`src/rtl/pipelined_inst_decoder.sv`:
```
// Registered decode stage for the 32-bit five-stage core.
// Turns opcode inst[31:27] (and the R-type ALU op inst[6:2]) into a packed
// 16-bit control bus and a one-hot timer select, both registered.
// Holds under downstream stall and bubbles on flush.
// Sequences the multi-cycle mult/div unit and back-pressures fetch while it runs.
module pipelined_inst_decoder #(
   parameter int NUM_TIMERS   = 3,
   parameter int TIMER_BASE   = 24,
   parameter int RAND_OPCODE  = 27,
   parameter int MULT_LATENCY = 4,
   parameter int DIV_LATENCY  = 8
) (
   input  logic                  clock,
   input  logic                  reset,
   input  logic [31:0]           in_inst,
   input  logic                  in_valid,
   output logic                  in_ready,
   input  logic                  out_stall,
   input  logic                  flush,
   output logic                  out_valid,
   output logic [31:0]           out_inst,
   output logic [15:0]           out_ctrl,
   output logic [NUM_TIMERS-1:0] out_timer_sel,
   output logic                  md_start,
   output logic                  md_busy,
   output logic                  md_done,
   output logic                  md_abort
);

   localparam logic [4:0] RAND_OP  = 5'(RAND_OPCODE);
   localparam logic [4:0] MULT_CNT = 5'(MULT_LATENCY - 1);
   localparam logic [4:0] DIV_CNT  = 5'(DIV_LATENCY - 1);

   typedef enum logic {
      MD_IDLE = 1'b0,
      MD_BUSY = 1'b1
   } md_state_t;

   logic [4:0]            opcode;
   logic [4:0]            aluop;
   logic                  is_nop;
   logic                  timer_hit;
   logic                  legal;
   logic [NUM_TIMERS-1:0] timer_dec;
   logic [15:0]           ctrl_dec;
   logic                  accept;
   logic                  md_launch;

   logic                  out_valid_q;
   logic [31:0]           out_inst_q;
   logic [15:0]           out_ctrl_q;
   logic [NUM_TIMERS-1:0] out_timer_q;

   md_state_t             md_state_q;
   logic [4:0]            md_cnt_q;
   logic                  md_start_q;
   logic                  md_abort_q;

   assign opcode = in_inst[31:27];
   assign aluop  = in_inst[6:2];
   assign is_nop = (in_inst == 32'd0);

   // One comparator per timer opcode; an all-zero word never selects a timer.
   for (genvar gi = 0; gi < NUM_TIMERS; gi++) begin : g_timer
      localparam logic [4:0] TIMER_OP = 5'(TIMER_BASE + gi);
      assign timer_dec[gi] = !is_nop && (opcode == TIMER_OP);
   end

   assign timer_hit = |timer_dec;

   // Anything not in a known opcode group or the timer range is flagged illegal.
   assign legal = (opcode <= 5'd8) || (opcode == 5'd21) || (opcode == 5'd22) ||
                  (opcode == RAND_OP) || timer_hit;

   // Combinational control decode; the all-zero NOP forces every control low.
   always_comb begin
      ctrl_dec     = '0;
      ctrl_dec[0]  = (opcode == 5'd2);
      ctrl_dec[1]  = (opcode == 5'd6);
      ctrl_dec[2]  = (opcode inside {5'd0, 5'd3, 5'd5, 5'd8, 5'd21}) || (opcode == RAND_OP);
      ctrl_dec[3]  = (opcode inside {5'd5, 5'd7, 5'd8, 5'd21});
      ctrl_dec[4]  = (opcode == 5'd8);
      ctrl_dec[5]  = (opcode == 5'd7);
      ctrl_dec[6]  = (opcode inside {5'd1, 5'd3, 5'd4});
      ctrl_dec[7]  = (opcode inside {5'd1, 5'd3});
      ctrl_dec[8]  = (opcode == 5'd21);
      ctrl_dec[9]  = (opcode == 5'd22);
      ctrl_dec[10] = (opcode inside {5'd2, 5'd4, 5'd6, 5'd7});
      ctrl_dec[11] = (opcode != 5'd0);
      ctrl_dec[12] = (opcode == 5'd0) && (aluop == 5'd6);
      ctrl_dec[13] = (opcode == 5'd0) && (aluop == 5'd7);
      ctrl_dec[14] = (opcode == RAND_OP);
      ctrl_dec[15] = !legal;
      if (is_nop) begin
         ctrl_dec = '0;
      end
   end

   assign in_ready  = !out_stall && !md_busy;
   assign accept    = in_ready && in_valid;
   assign md_launch = accept && !flush && (ctrl_dec[12] || ctrl_dec[13]);

   // Decode output register: flush beats stall beats capture beats bubble.
   always_ff @(posedge clock or posedge reset) begin
      if (reset) begin
         out_valid_q <= 1'b0;
         out_inst_q  <= '0;
         out_ctrl_q  <= '0;
         out_timer_q <= '0;
      end else if (flush) begin
         out_valid_q <= 1'b0;
         out_ctrl_q  <= '0;
         out_timer_q <= '0;
      end else if (out_stall) begin
         out_valid_q <= out_valid_q;
      end else if (accept) begin
         out_valid_q <= 1'b1;
         out_inst_q  <= in_inst;
         out_ctrl_q  <= ctrl_dec;
         out_timer_q <= timer_dec;
      end else if (in_ready) begin
         out_valid_q <= 1'b0;
         out_ctrl_q  <= '0;
         out_timer_q <= '0;
      end
   end

   // Mult/div sequencer: counts LAT-1 down to 0, start/abort are one-cycle pulses.
   always_ff @(posedge clock or posedge reset) begin
      if (reset) begin
         md_state_q <= MD_IDLE;
         md_cnt_q   <= '0;
         md_start_q <= 1'b0;
         md_abort_q <= 1'b0;
      end else begin
         md_start_q <= 1'b0;
         md_abort_q <= 1'b0;
         case (md_state_q)
            MD_IDLE: begin
               if (md_launch) begin
                  md_state_q <= MD_BUSY;
                  md_cnt_q   <= ctrl_dec[13] ? DIV_CNT : MULT_CNT;
                  md_start_q <= 1'b1;
               end
            end
            MD_BUSY: begin
               if (flush) begin
                  md_state_q <= MD_IDLE;
                  md_cnt_q   <= '0;
                  md_abort_q <= 1'b1;
               end else if (md_cnt_q == 5'd0) begin
                  md_state_q <= MD_IDLE;
               end else begin
                  md_cnt_q   <= md_cnt_q - 5'd1;
               end
            end
            default: begin
               md_state_q <= MD_IDLE;
               md_cnt_q   <= '0;
            end
         endcase
      end
   end

   assign md_busy       = (md_state_q == MD_BUSY);
   assign md_done       = md_busy && (md_cnt_q == 5'd0);
   assign md_start      = md_start_q;
   assign md_abort      = md_abort_q;
   assign out_valid     = out_valid_q;
   assign out_inst      = out_inst_q;
   assign out_ctrl      = out_ctrl_q;
   assign out_timer_sel = out_timer_q;

endmodule

```
`config.mk`:
```
export PLATFORM = sky130hd
export DESIGN_NAME = pipelined_inst_decoder
export DESIGN_NICKNAME = d
export VERILOG_FILES = /design/src/rtl/pipelined_inst_decoder.sv
export SDC_FILE = /design/constraint.sdc
export NUM_CORES = 1
export LEC_CHECK = 0
export CAP_MARGIN = 20
export CORE_ASPECT_RATIO = 0.5
export CORE_UTILIZATION = 45
export CTS_CLUSTER_DIAMETER = 50
export DETAILED_ROUTE_END_ITERATION = 12
export PLACE_DENSITY = 0.83
export SYNTH_ARGS = -nofsm -noshare
export SYNTH_HDL_FRONTEND = slang
export SYNTH_SLANG_ARGS = --single-unit
```
`constraint.sdc`:
```
create_clock -name clock -period 1.9 [get_ports clock]
set_input_delay 0.19 -clock clock [delete_from_list [all_inputs] [get_ports clock]]
set_output_delay 0.19 -clock clock [all_outputs]
set_load 0.02 [all_outputs]
```
======== Word-level counts from Yosys, hierarchy flattened ========
Index checks and enable logic that the tools add are counted.
W data, S select, Z words.
storage, ports and cells
  flip-flop bits (word level) ............. 60
  latch bits .............................. 0
  bits in writable memories ............... 0
  bits in read-only memories .............. 0
  input port bits ......................... 37
  output and inout bits ................... 57
  logic and storage cells ................. 92
  memories ................................ 0
operators by class
  $add $sub $neg .......................... 1
  $mul .................................... 0
  divide/modulo/power cells ............... 0
  $lt $le $gt $ge ......................... 1
  eq/ne operators ......................... 19
  shift operators ......................... 0
  muxes and demuxes ....................... 25
  bitwise logic cells ..................... 3
  reduce and logical (&&, ||, !) cells .... 35
operator list
  cell                   count
  $mux W16               5
  $logic_not A32 Y1      1
  $eq A5 B3 Y1 const B   6
  $eq A5 B5 Y1 const B   6
  $mux W3                5
  $mux W5                3
  $eq A5 B2 Y1 const B   2
  $logic_and A1 B1 Y1    10
  $logic_not A5 Y1       2
  $mux W1                10
  $pmux W5 S2            1
  $reduce_bool A5 Y1     2
  $reduce_bool A4 Y1     2
  $logic_or A1 B1 Y1     6
  $reduce_bool A3 Y1     2
  $eq A5 B1 Y1 const B   1
  $eq A5 B4 Y1 const B   1
  $le A5 B4 Y1 const B   1
  $logic_not A1 Y1       5
  $sub A5 B1 Y5 const B  1
  $reduce_and A2 Y1      2
  $ne A3 B3 Y1 const B   1
  $not A1 Y1             3
  $reduce_and A3 Y1      1
  other kinds (5)        5

======== Longest topological paths before layout ========
Gate-level depths: netlist of run 1.
  word-level depth ........................ 11
  depth in mapped cells ................... 6
  depth with buffers taken out ............ 6

======== Worst setup path after synthesis of run 1 ========
No wires, ideal clock.
  path type ............................... register to register
  from .................................... register md_state_q, in the netlist md_busy
  to ...................................... register out_inst_q[27], in the netlist out_inst[27]
  library setup time ...................... 0.118 ns
  arrival ................................. 1.614 ns
  data required time ...................... 1.782 ns
  path slack .............................. 0.168 ns
  cell stages (with the launch flop) ...... 7
  buffers on the path ..................... 2
  clock period less this slack ............ 1.732 ns
  cells stage by stage .................... dfrtp_1 -> buf_2 -> nor2_1 -> nand3b_1 -> clkbuf_1 -> nand2_1 -> nand2_1
on the way
  cells in the longest elaborated chain, start to end .. 4
ends and longest elaborated chain
  item                         line  RTL
  from (decl)                  54    md_state_t md_state_q;
  from (signal assigned)       131   md_state_q <= MD_IDLE;
  from (signal assigned)       141   md_state_q <= MD_BUSY;
  from (signal assigned)       148   md_state_q <= MD_IDLE;
  $logic_not A1 Y1             99    assign in_ready = !out_stall && !md_busy;
  $logic_and A1 B1 Y1          99
  named net in_ready           17    output logic in_ready,
  $logic_and A1 B1 Y1          100   assign accept = in_ready && in_valid;
  $reduce_and A3 Y1 (no line)  -
  to (signal assigned)         118   out_inst_q <= in_inst;
  to (decl)                    50    logic [31:0] out_inst_q;
The timed path passes the listed nets, and every way through them passes these cells.
A chain may end at the register's enable or synchronous reset.

======== Worst setup path after layout of run 1 ========
  from .................................... register md_state_q, in the netlist md_busy
  to ...................................... output md_busy
RTL lines
  item       line  RTL
  to (decl)  25    output logic md_busy,
No word-level cell between the ends.

==> results of run 1 <==
[placed cells by master (no fill, tap or decap), types with 3 or more instances in the layout]
cell             netlist  routed
o211ai_1               5       5
nor3_1                 3       3
nor2_1                10      10
a32o_1                 4       4
nand4_1                3       3
clkdlybuf4s50_1        0      91
dfrtp_1               60      60
or3_1                  3       3
o21ai_0               11      10
nand2_1              123     123
nand3_1                6       6
a22o_1                 5       5
nand2b_1               4       4
buf_4                  0      11
and2_1                 4       4
inv_1                  6       5
nor4_1                 5       5
clkbuf_16              0       9
nor2b_1                6       6
[metal layers]
metal | up-vias | share of wire (%)
li1 | 1170 | -
met1 | 1259 | 40
met2 | 82 | 52
met3 | 28 | 4.7
met4 | 0 | 3.3
met5 | - | 0
[flip-flops by register name, indices dropped and copies added, names as in the netlist]
signal and cells:
out_valid 1, md_cnt_q 5, out_inst 32, out_timer_sel 3, out_ctrl 16, md_start 1, md_busy 1, md_abort 1
[per-stage QoR]
stage | instances | cell area, um2 | utilization (%)
floorplan | 290 | 2660 | -
CTS | 470 | 4040 | 72.2
finish | 470 | 4030 | 72.2
global route | 470 | 4030 | 72.2
detailed placement | 454 | 3730 | 66.8
global placement | 454 | 3730 | 66.8
[power breakdown]
part / switching (mW) / leakage (nW) / internal, mW
Clock: 0.568 / 0.144 / 1.05
Sequential: 0.0689 / 0.773 / 1.40
Combinational: 0.387 / 0.928 / 0.348
Total: 1.02 / 1.85 / 2.79
[kinds of logic after synthesis]
| family | after synthesis |
|---|---|
| DFF | 60 |
| adders and majority gates | 2 |
| xor gates and xnor gates | 1 |
| and+or+nand+nor | 174 |
| AOI/OAI and AO/OA | 32 |
| buffers and inverters | 21 |
[repair_timing]
action                                  4_1_cts  5_1_grt
resized for setup                             5        2
endpoints found under the setup margin        3        4
pin swaps                                     0        0
hold buffers                                  0        0
[final timing paths]
check                               end  slack [ns]  depth (start not counted)
setup / recovery                md_busy        0.11                          1
hold / removal             out_inst[26]        0.13                          2
setup reg to reg            md_cnt_q[0]        0.16                          6
hold reg to reg            out_inst[11]        0.47                          2
max in group asynchronous      md_start        1.23                          3
min in group clock         out_inst[17]        0.43                          3
[cell type report]
| class | count | area share, % |
|---|---|---|
| clock buffer | 10 | 5.92 |
| clock inverter | 6 | 1.58 |
| inverter | 6 | 0.558 |
| multi-input combinational | 209 | 26.5 |
| sequential | 60 | 37.2 |
| tap | 73 | 2.26 |
| timing repair buffer | 106 | 26.0 |
==> metrics.txt, run 1 <==
# TYPE chip_impl_metric gauge
chip_impl_metric{name="sequential_share_of_the_synthesized_area",unit="%"} 56.4
chip_impl_metric{name="grt_first_pass_wirelength",unit="um"} 12000
chip_impl_metric{name="synthDominantCellAreaShare",unit="%"} 56.4
chip_impl_metric{name="syn_area",unit="um2"} 2660
chip_impl_metric{name="synthesis.yosys.warnings",unit=""} 0
chip_impl_metric{name="n_antenna_cell",unit=""} 0
chip_impl_metric{name="yosys.area_share.simple",unit="%"} 29.6
chip_impl_info{name="launching_instance_or_port_of_the_critical_path",value="md_busy"} 1
chip_impl_metric{name="cts.sinks",unit=""} 60
chip_impl_metric{name="grt_remaining_overflow",unit=""} 0
chip_impl_info{name="type_of_the_tightest_min_delay_check",value="in2async"} 1
chip_impl_metric{name="initial_utilization",unit="%"} 47.6
chip_impl_metric{name="timing.final.ws_setup",unit="ns"} 0.112
chip_impl_metric{name="grt_max_degree",unit=""} 49
chip_impl_metric{name="die_h",unit="um"} 56.4
chip_impl_metric{name="count_of_flip_flops_with_a_built_in_enable_after_synthesis",unit=""} 0
chip_impl_info{name="cp_top_family",value="buffers and inverters"} 1
chip_impl_info{name="yosys.cell_count.top_type",value="nand2_1"} 1
chip_impl_metric{name="grt_pass1_vias",unit=""} 2541
chip_impl_metric{name="port-buffer-count",unit=""} 93
chip_impl_metric{name="drt_wl_total",unit="um"} 7530
chip_impl_metric{name="ys_types",unit=""} 35
chip_impl_metric{name="critical-path-max-stage-delay",unit="ns"} 0.68
chip_impl_metric{name="ys_async_sr_fraction",unit="%"} 100
chip_impl_metric{name="post-route-period-util",unit="%"} 94.1
chip_impl_metric{name="timing.critical_path.buf_inv",unit=""} 1
chip_impl_metric{name="synth_fa_ha_area_share",unit="%"} 0.941
chip_impl_info{name="grt-busiest-layer",value="met2"} 1
chip_impl_info{name="post-synth-top-area-cell",value="dfrtp_1"} 1
chip_impl_info{name="ys.flop_type",value="dfrtp_1"} 1
chip_impl_metric{name="worstPathRequired",unit="ns"} 1.71
chip_impl_metric{name="power-per-cell-area",unit="nW/um2"} 946
chip_impl_metric{name="drtIter0Drc",unit=""} 125
chip_impl_metric{name="last_weighted_congestion_value_of_the_routability_driven_placer",unit=""} 0.849
chip_impl_metric{name="finalHoldWorstSlack",unit="ns"} 0.130
chip_impl_metric{name="global_routing_usage_summed_across_all_routing_layers",unit="%"} 25.1
chip_impl_metric{name="routed_via_density",unit=""} 5.40
chip_impl_info{name="root_buffer_selected_by_cts",value="clkbuf_16"} 1
chip_impl_metric{name="grt_antenna_before_repair",unit=""} 0
chip_impl_metric{name="postRouteAntennaNets",unit=""} 0
chip_impl_info{name="ys_top_cells_by_area",value="dfrtp_1, nand2_1, o21ai_0"} 1
chip_impl_info{name="cp_cell_sequence",value="clkdlybuf4s50_1"} 1
chip_impl_metric{name="detailed_place_hpwl",unit="um"} 5280
chip_impl_metric{name="fmax",unit="GHz"} 0.559
chip_impl_info{name="synthTopCellsByCount",value="nand2_1, dfrtp_1, o21ai_0"} 1
chip_impl_info{name="timing.critical_path.to_type",value="output pin"} 1
chip_impl_metric{name="cap_viol_max_count",unit=""} 0
chip_impl_metric{name="slew_at_the_pin_closest_to_its_max_slew_limit",unit="ns"} 0.411
chip_impl_metric{name="die_area",unit="um2"} 6240
chip_impl_metric{name="multiInputGateArea",unit="um2"} 1070
chip_impl_metric{name="postSynthRegisterBits",unit=""} 60
chip_impl_metric{name="final_period_demand_of_the_worst_path",unit="ns"} 1.79
chip_impl_metric{name="layout-drive-gt1-share",unit="%"} 9.32
chip_impl_metric{name="worst_clock_skew",unit="ns"} 0.00445
chip_impl_metric{name="compound_gate_fraction_of_synth_area",unit="%"} 8.98
chip_impl_metric{name="route.detailed.wl_per_inst",unit="um"} 16.0
chip_impl_metric{name="register_area",unit="um2"} 1500
chip_impl_info{name="cp-start-kind",value="register"} 1
chip_impl_metric{name="cts_buffer_depth",unit=""} 2
chip_impl_metric{name="vdd_drop_max",unit="mV"} 0.676
chip_impl_metric{name="die_width",unit="um"} 111
chip_impl_metric{name="global_route_met3_utilization",unit="%"} 7.56
chip_impl_info{name="grt_setup_unrepaired",value="no"} 1
chip_impl_metric{name="netlist_instances",unit=""} 290
chip_impl_info{name="result_of_the_run",value="finished, final reports clean"} 1
chip_impl_metric{name="drt_pass1_iterations",unit=""} 4
chip_impl_metric{name="finalSetupViolations",unit=""} 0
chip_impl_info{name="tritoncts",value="built"} 1
chip_impl_metric{name="post_synth_xor_area_fraction",unit="%"} 0.329
chip_impl_metric{name="grtUsageMet2",unit="%"} 42.6
chip_impl_metric{name="clk_latency",unit="ns"} 0.33
chip_impl_info{name="path_class",value="reg2out"} 1
chip_impl_metric{name="drc",unit=""} 0
chip_impl_metric{name="clk_pin_slew",unit="ns"} 0.05
chip_impl_metric{name="critPathArrivalTime",unit="ns"} 1.60
chip_impl_metric{name="max-slew-margin-rel",unit="%"} 72.3
chip_impl_metric{name="syn-num-nets",unit=""} 329
chip_impl_metric{name="pin_count",unit=""} 94
chip_impl_metric{name="layout-area-overhead-vs-synth",unit="%"} 51.6
chip_impl_metric{name="final_net_count",unit=""} 431
chip_impl_metric{name="final.setup.tns",unit="ns"} 0
chip_impl_metric{name="post-cts-setup-buffers",unit=""} 0
chip_impl_metric{name="leakage",unit="nW"} 1.85
chip_impl_metric{name="timing.final.hold_violations",unit=""} 0
chip_impl_metric{name="timing_max_transition_violations_final",unit=""} 0
chip_impl_metric{name="total_power",unit="mW"} 3.82
chip_impl_metric{name="dpl_worst_slack",unit="ns"} 0.0215
chip_impl_metric{name="syn-mean-instance-area",unit="um2"} 9.17
chip_impl_metric{name="portion_of_netlist_area_occupied_by_mux_cells",unit="%"} 0
chip_impl_metric{name="dr_total_vias",unit=""} 2539
chip_impl_metric{name="number_of_levels_the_h_tree_was_split_into",unit=""} 3
chip_impl_info{name="critical_path.slowest_cell",value="clkdlybuf4s50_1"} 1
chip_impl_metric{name="gr-usage-met1",unit="%"} 29.5
chip_impl_info{name="dominant_combinational_cell_family_by_area_after_synthesis",value="simple AND/OR/NAND/NOR gates"} 1
chip_impl_metric{name="number_of_buffers_inserted_during_clock_tree_synthesis",unit=""} 9
chip_impl_metric{name="fp.coreArea",unit="um2"} 5590
chip_impl_metric{name="rows",unit=""} 19
chip_impl_metric{name="crit_path_max_fanout",unit=""} 11
chip_impl_metric{name="fillCellCount",unit=""} 370
chip_impl_info{name="crit-reg2reg-launch",value="md_cnt_q[0]"} 1
No activity file was read; power rests on OpenSTA's default activity.
==> run 2: changes to the inputs <==
TNS_END_PERCENT = 1   (was not set)
==> results of run 2 <==
Same layout as run 1: the final DEF is identical, and so are final timing and power.
==> run 3: changes to the inputs <==
--- a/config.mk
+++ b/config.mk
@@ -8,3 +8,3 @@
 export CAP_MARGIN = 20
-export CORE_ASPECT_RATIO = 0.5
+export CORE_MARGIN = 5
 export CORE_UTILIZATION = 45
--- a/constraint.sdc
+++ b/constraint.sdc
@@ -3,2 +3,2 @@
 set_output_delay 0.19 -clock clock [all_outputs]
-set_load 0.02 [all_outputs]
+set_load 0.05 [all_outputs]
==> metrics.txt, run 3 (synthesis gave the netlist of run 1 again) <==
# TYPE chip_impl_metric gauge
chip_impl_metric{name="layout.cells.non_filler",unit=""} 476
chip_impl_metric{name="die_width",unit="um"} 86.9
chip_impl_metric{name="cts_buffer_depth",unit=""} 2
chip_impl_metric{name="leakage",unit="nW"} 1.84
chip_impl_metric{name="drt_wl_total",unit="um"} 7300
chip_impl_metric{name="finalHoldWorstSlack",unit="ns"} 0.207
chip_impl_info{name="cp_cell_sequence",value="inv_1, ha_1, and3_1, and2_1, buf_12"} 1
chip_impl_metric{name="clk_pin_slew",unit="ns"} 0.07
chip_impl_metric{name="fillCellCount",unit=""} 478
chip_impl_metric{name="port-buffer-count",unit=""} 93
chip_impl_metric{name="place.detailed.instances",unit=""} 462
chip_impl_info{name="grt_setup_unrepaired",value="no"} 1
chip_impl_metric{name="total_power",unit="mW"} 3.60
chip_impl_metric{name="post-cts-setup-buffers",unit=""} 0
chip_impl_info{name="final_cell_mix",value="nand2_1, clkdlybuf4s50_1, dfrtp_1"} 1
chip_impl_metric{name="number_of_buffers_inserted_during_clock_tree_synthesis",unit=""} 9
chip_impl_info{name="tritoncts",value="built"} 1
chip_impl_metric{name="postLayoutCellArea",unit="um2"} 4010
chip_impl_metric{name="rrSetupSlack",unit="ns"} 0.18
chip_impl_metric{name="worst_clock_skew",unit="ns"} 0.00506
chip_impl_info{name="result_of_the_run",value="finished, final reports clean"} 1
chip_impl_metric{name="detailed_place_hpwl",unit="um"} 5490
chip_impl_metric{name="finalSetupViolations",unit=""} 0
chip_impl_metric{name="drc",unit=""} 0
chip_impl_info{name="crit-reg2reg-launch",value="md_cnt_q[0]"} 1
chip_impl_metric{name="layout-area-overhead-vs-synth",unit="%"} 50.8
chip_impl_metric{name="final_net_count",unit=""} 437
chip_impl_info{name="most_common_cell_after_layout_fill_and_taps_aside",value="nand2_1"} 1
chip_impl_metric{name="pin_count",unit=""} 94
chip_impl_metric{name="grt_first_pass_wirelength",unit="um"} 12200
chip_impl_metric{name="die_h",unit="um"} 86.9
chip_impl_info{name="rr_endpoint",value="md_cnt_q[0]"} 1
chip_impl_metric{name="postRouteAntennaNets",unit=""} 0
chip_impl_metric{name="vdd_drop_max",unit="mV"} 0.641
chip_impl_metric{name="largest_reg_flops",unit=""} 32
chip_impl_metric{name="initial_utilization",unit="%"} 45.5
chip_impl_metric{name="grt_pass1_vias",unit=""} 2475
chip_impl_metric{name="number_of_levels_the_h_tree_was_split_into",unit=""} 3
chip_impl_metric{name="final.setup.tns",unit="ns"} 0
chip_impl_metric{name="timing.final.hold_violations",unit=""} 0
chip_impl_metric{name="die_area",unit="um2"} 7550
chip_impl_info{name="critical_path.slowest_cell",value="dfrtp_1"} 1
chip_impl_metric{name="route.detailed.wl_per_inst",unit="um"} 15.3
chip_impl_metric{name="grt_max_degree",unit=""} 24
chip_impl_metric{name="fmax",unit="GHz"} 0.568
chip_impl_metric{name="slew_at_the_pin_closest_to_its_max_slew_limit",unit="ns"} 0.531
chip_impl_info{name="root_buffer_selected_by_cts",value="clkbuf_8"} 1
chip_impl_metric{name="critical-path-max-stage-delay",unit="ns"} 0.40
chip_impl_info{name="cp-start-kind",value="register"} 1
chip_impl_metric{name="dpl_worst_slack",unit="ns"} 0.0200
chip_impl_metric{name="rows",unit=""} 28
chip_impl_metric{name="routed_via_density",unit=""} 5.19
chip_impl_metric{name="cap_viol_max_count",unit=""} 0
chip_impl_metric{name="dr_total_vias",unit=""} 2470
chip_impl_metric{name="last_weighted_congestion_value_of_the_routability_driven_placer",unit=""} 0.808
chip_impl_metric{name="timing_max_transition_violations_final",unit=""} 0
chip_impl_info{name="timing.critical_path.to_type",value="output pin"} 1
chip_impl_info{name="type_of_the_tightest_min_delay_check",value="in2async"} 1
chip_impl_metric{name="grt_antenna_before_repair",unit=""} 0
chip_impl_metric{name="n_antenna_cell",unit=""} 0
chip_impl_metric{name="cts.sinks",unit=""} 60
chip_impl_metric{name="grt_remaining_overflow",unit=""} 0
chip_impl_metric{name="timing.final.ws_setup",unit="ns"} 0.140
chip_impl_metric{name="ff2ff_path_depth",unit=""} 6
chip_impl_metric{name="critPathArrivalTime",unit="ns"} 1.57
chip_impl_metric{name="power-per-cell-area",unit="nW/um2"} 898
chip_impl_metric{name="placed_area",unit="um2"} 3810
chip_impl_metric{name="post-route-period-util",unit="%"} 92.6
chip_impl_metric{name="crit_path_max_fanout",unit=""} 4
chip_impl_metric{name="final_period_demand_of_the_worst_path",unit="ns"} 1.76
chip_impl_metric{name="layout-drive-gt1-share",unit="%"} 10.7
chip_impl_metric{name="drtIter0Drc",unit=""} 154
chip_impl_metric{name="clk_latency",unit="ns"} 0.33
chip_impl_metric{name="drt_pass1_iterations",unit=""} 5
chip_impl_metric{name="global_routing_usage_summed_across_all_routing_layers",unit="%"} 21.0
chip_impl_metric{name="worstPathRequired",unit="ns"} 1.71
chip_impl_metric{name="final_util",unit="%"} 68.6
chip_impl_info{name="path_class",value="reg2out"} 1
chip_impl_metric{name="fp.coreArea",unit="um2"} 5850
chip_impl_metric{name="max-slew-margin-rel",unit="%"} 64.5
-- run 3: changes by cell type in the layout (fill, tap and decap cells not counted), sizes merged --
cell,delta
dlygate4sd2,-1
clkbuf,+1
clkinvlp,-2
buf,+9
clkdlybuf4s50,-1
clkinv,-2
-- run 3: metal layers --
layer / track usage (%) / vias to the layer above / part of all wire [%]
met5: 0 / - / 0
met4: 7.08 / 0 / 1.2
met3: 5.87 / 11 / 7.6
met2: 32.5 / 95 / 48
met1: 28.5 / 1186 / 43
li1: - / 1178 / -
-- run 3: area by class of cell --
| class | instances | area [um2] | area share (%) |
|---|---|---|---|
| Inverter | 6 | 22.5 | 0.561 |
| Clock inverter | 2 | 35.0 | 0.873 |
| Sequential cell | 60 | 1500 | 37.4 |
| Clock buffer | 12 | 155 | 3.87 |
| Multi-Input combinational cell | 209 | 1070 | 26.8 |
| Timing Repair Buffer | 112 | 1130 | 28.1 |
| Tap cell | 75 | 93.8 | 2.34 |
-- run 3: worst max-delay path, delay by kind of cell (launching register included) --
| kind | cells | cell delay, ns |
|---|---|---|
| adder cells (fa/ha/maj) | 1 | 0.21 |
| buffers and inverters | 2 | 0.25 |
| AND/OR/NAND/NOR | 2 | 0.38 |
| flip-flops | 1 | 0.40 |
-- run 3: worst max-delay path by stage --
stage,endpoint,startpoint,slack (ns),cells after the start
after floorplan,out_inst[27],md_busy,0.07,6
after global placement,out_ctrl[2],in_inst[9],0.04,5
after detailed placement,out_ctrl[2],in_inst[10],0.02,5
after CTS,md_cnt_q[4],md_cnt_q[0],0.002,6
after global routing,md_done,md_cnt_q[0],0.09,5
final,md_done,md_cnt_q[0],0.14,5
-- run 3: timing repair --
action                                  in CTS  in global routing
hold buffers                                 0                  0
endpoints found under the setup margin       0                  3
resized for setup                            0                  2
-- run 3: power breakdown --
| part | total (mW) | switching, mW | internal [mW] |
|---|---|---|---|
| clock network | 1.13 | 0.465 | 0.661 |
| registers | 1.47 | 0.0700 | 1.40 |
| logic | 1.01 | 0.653 | 0.359 |
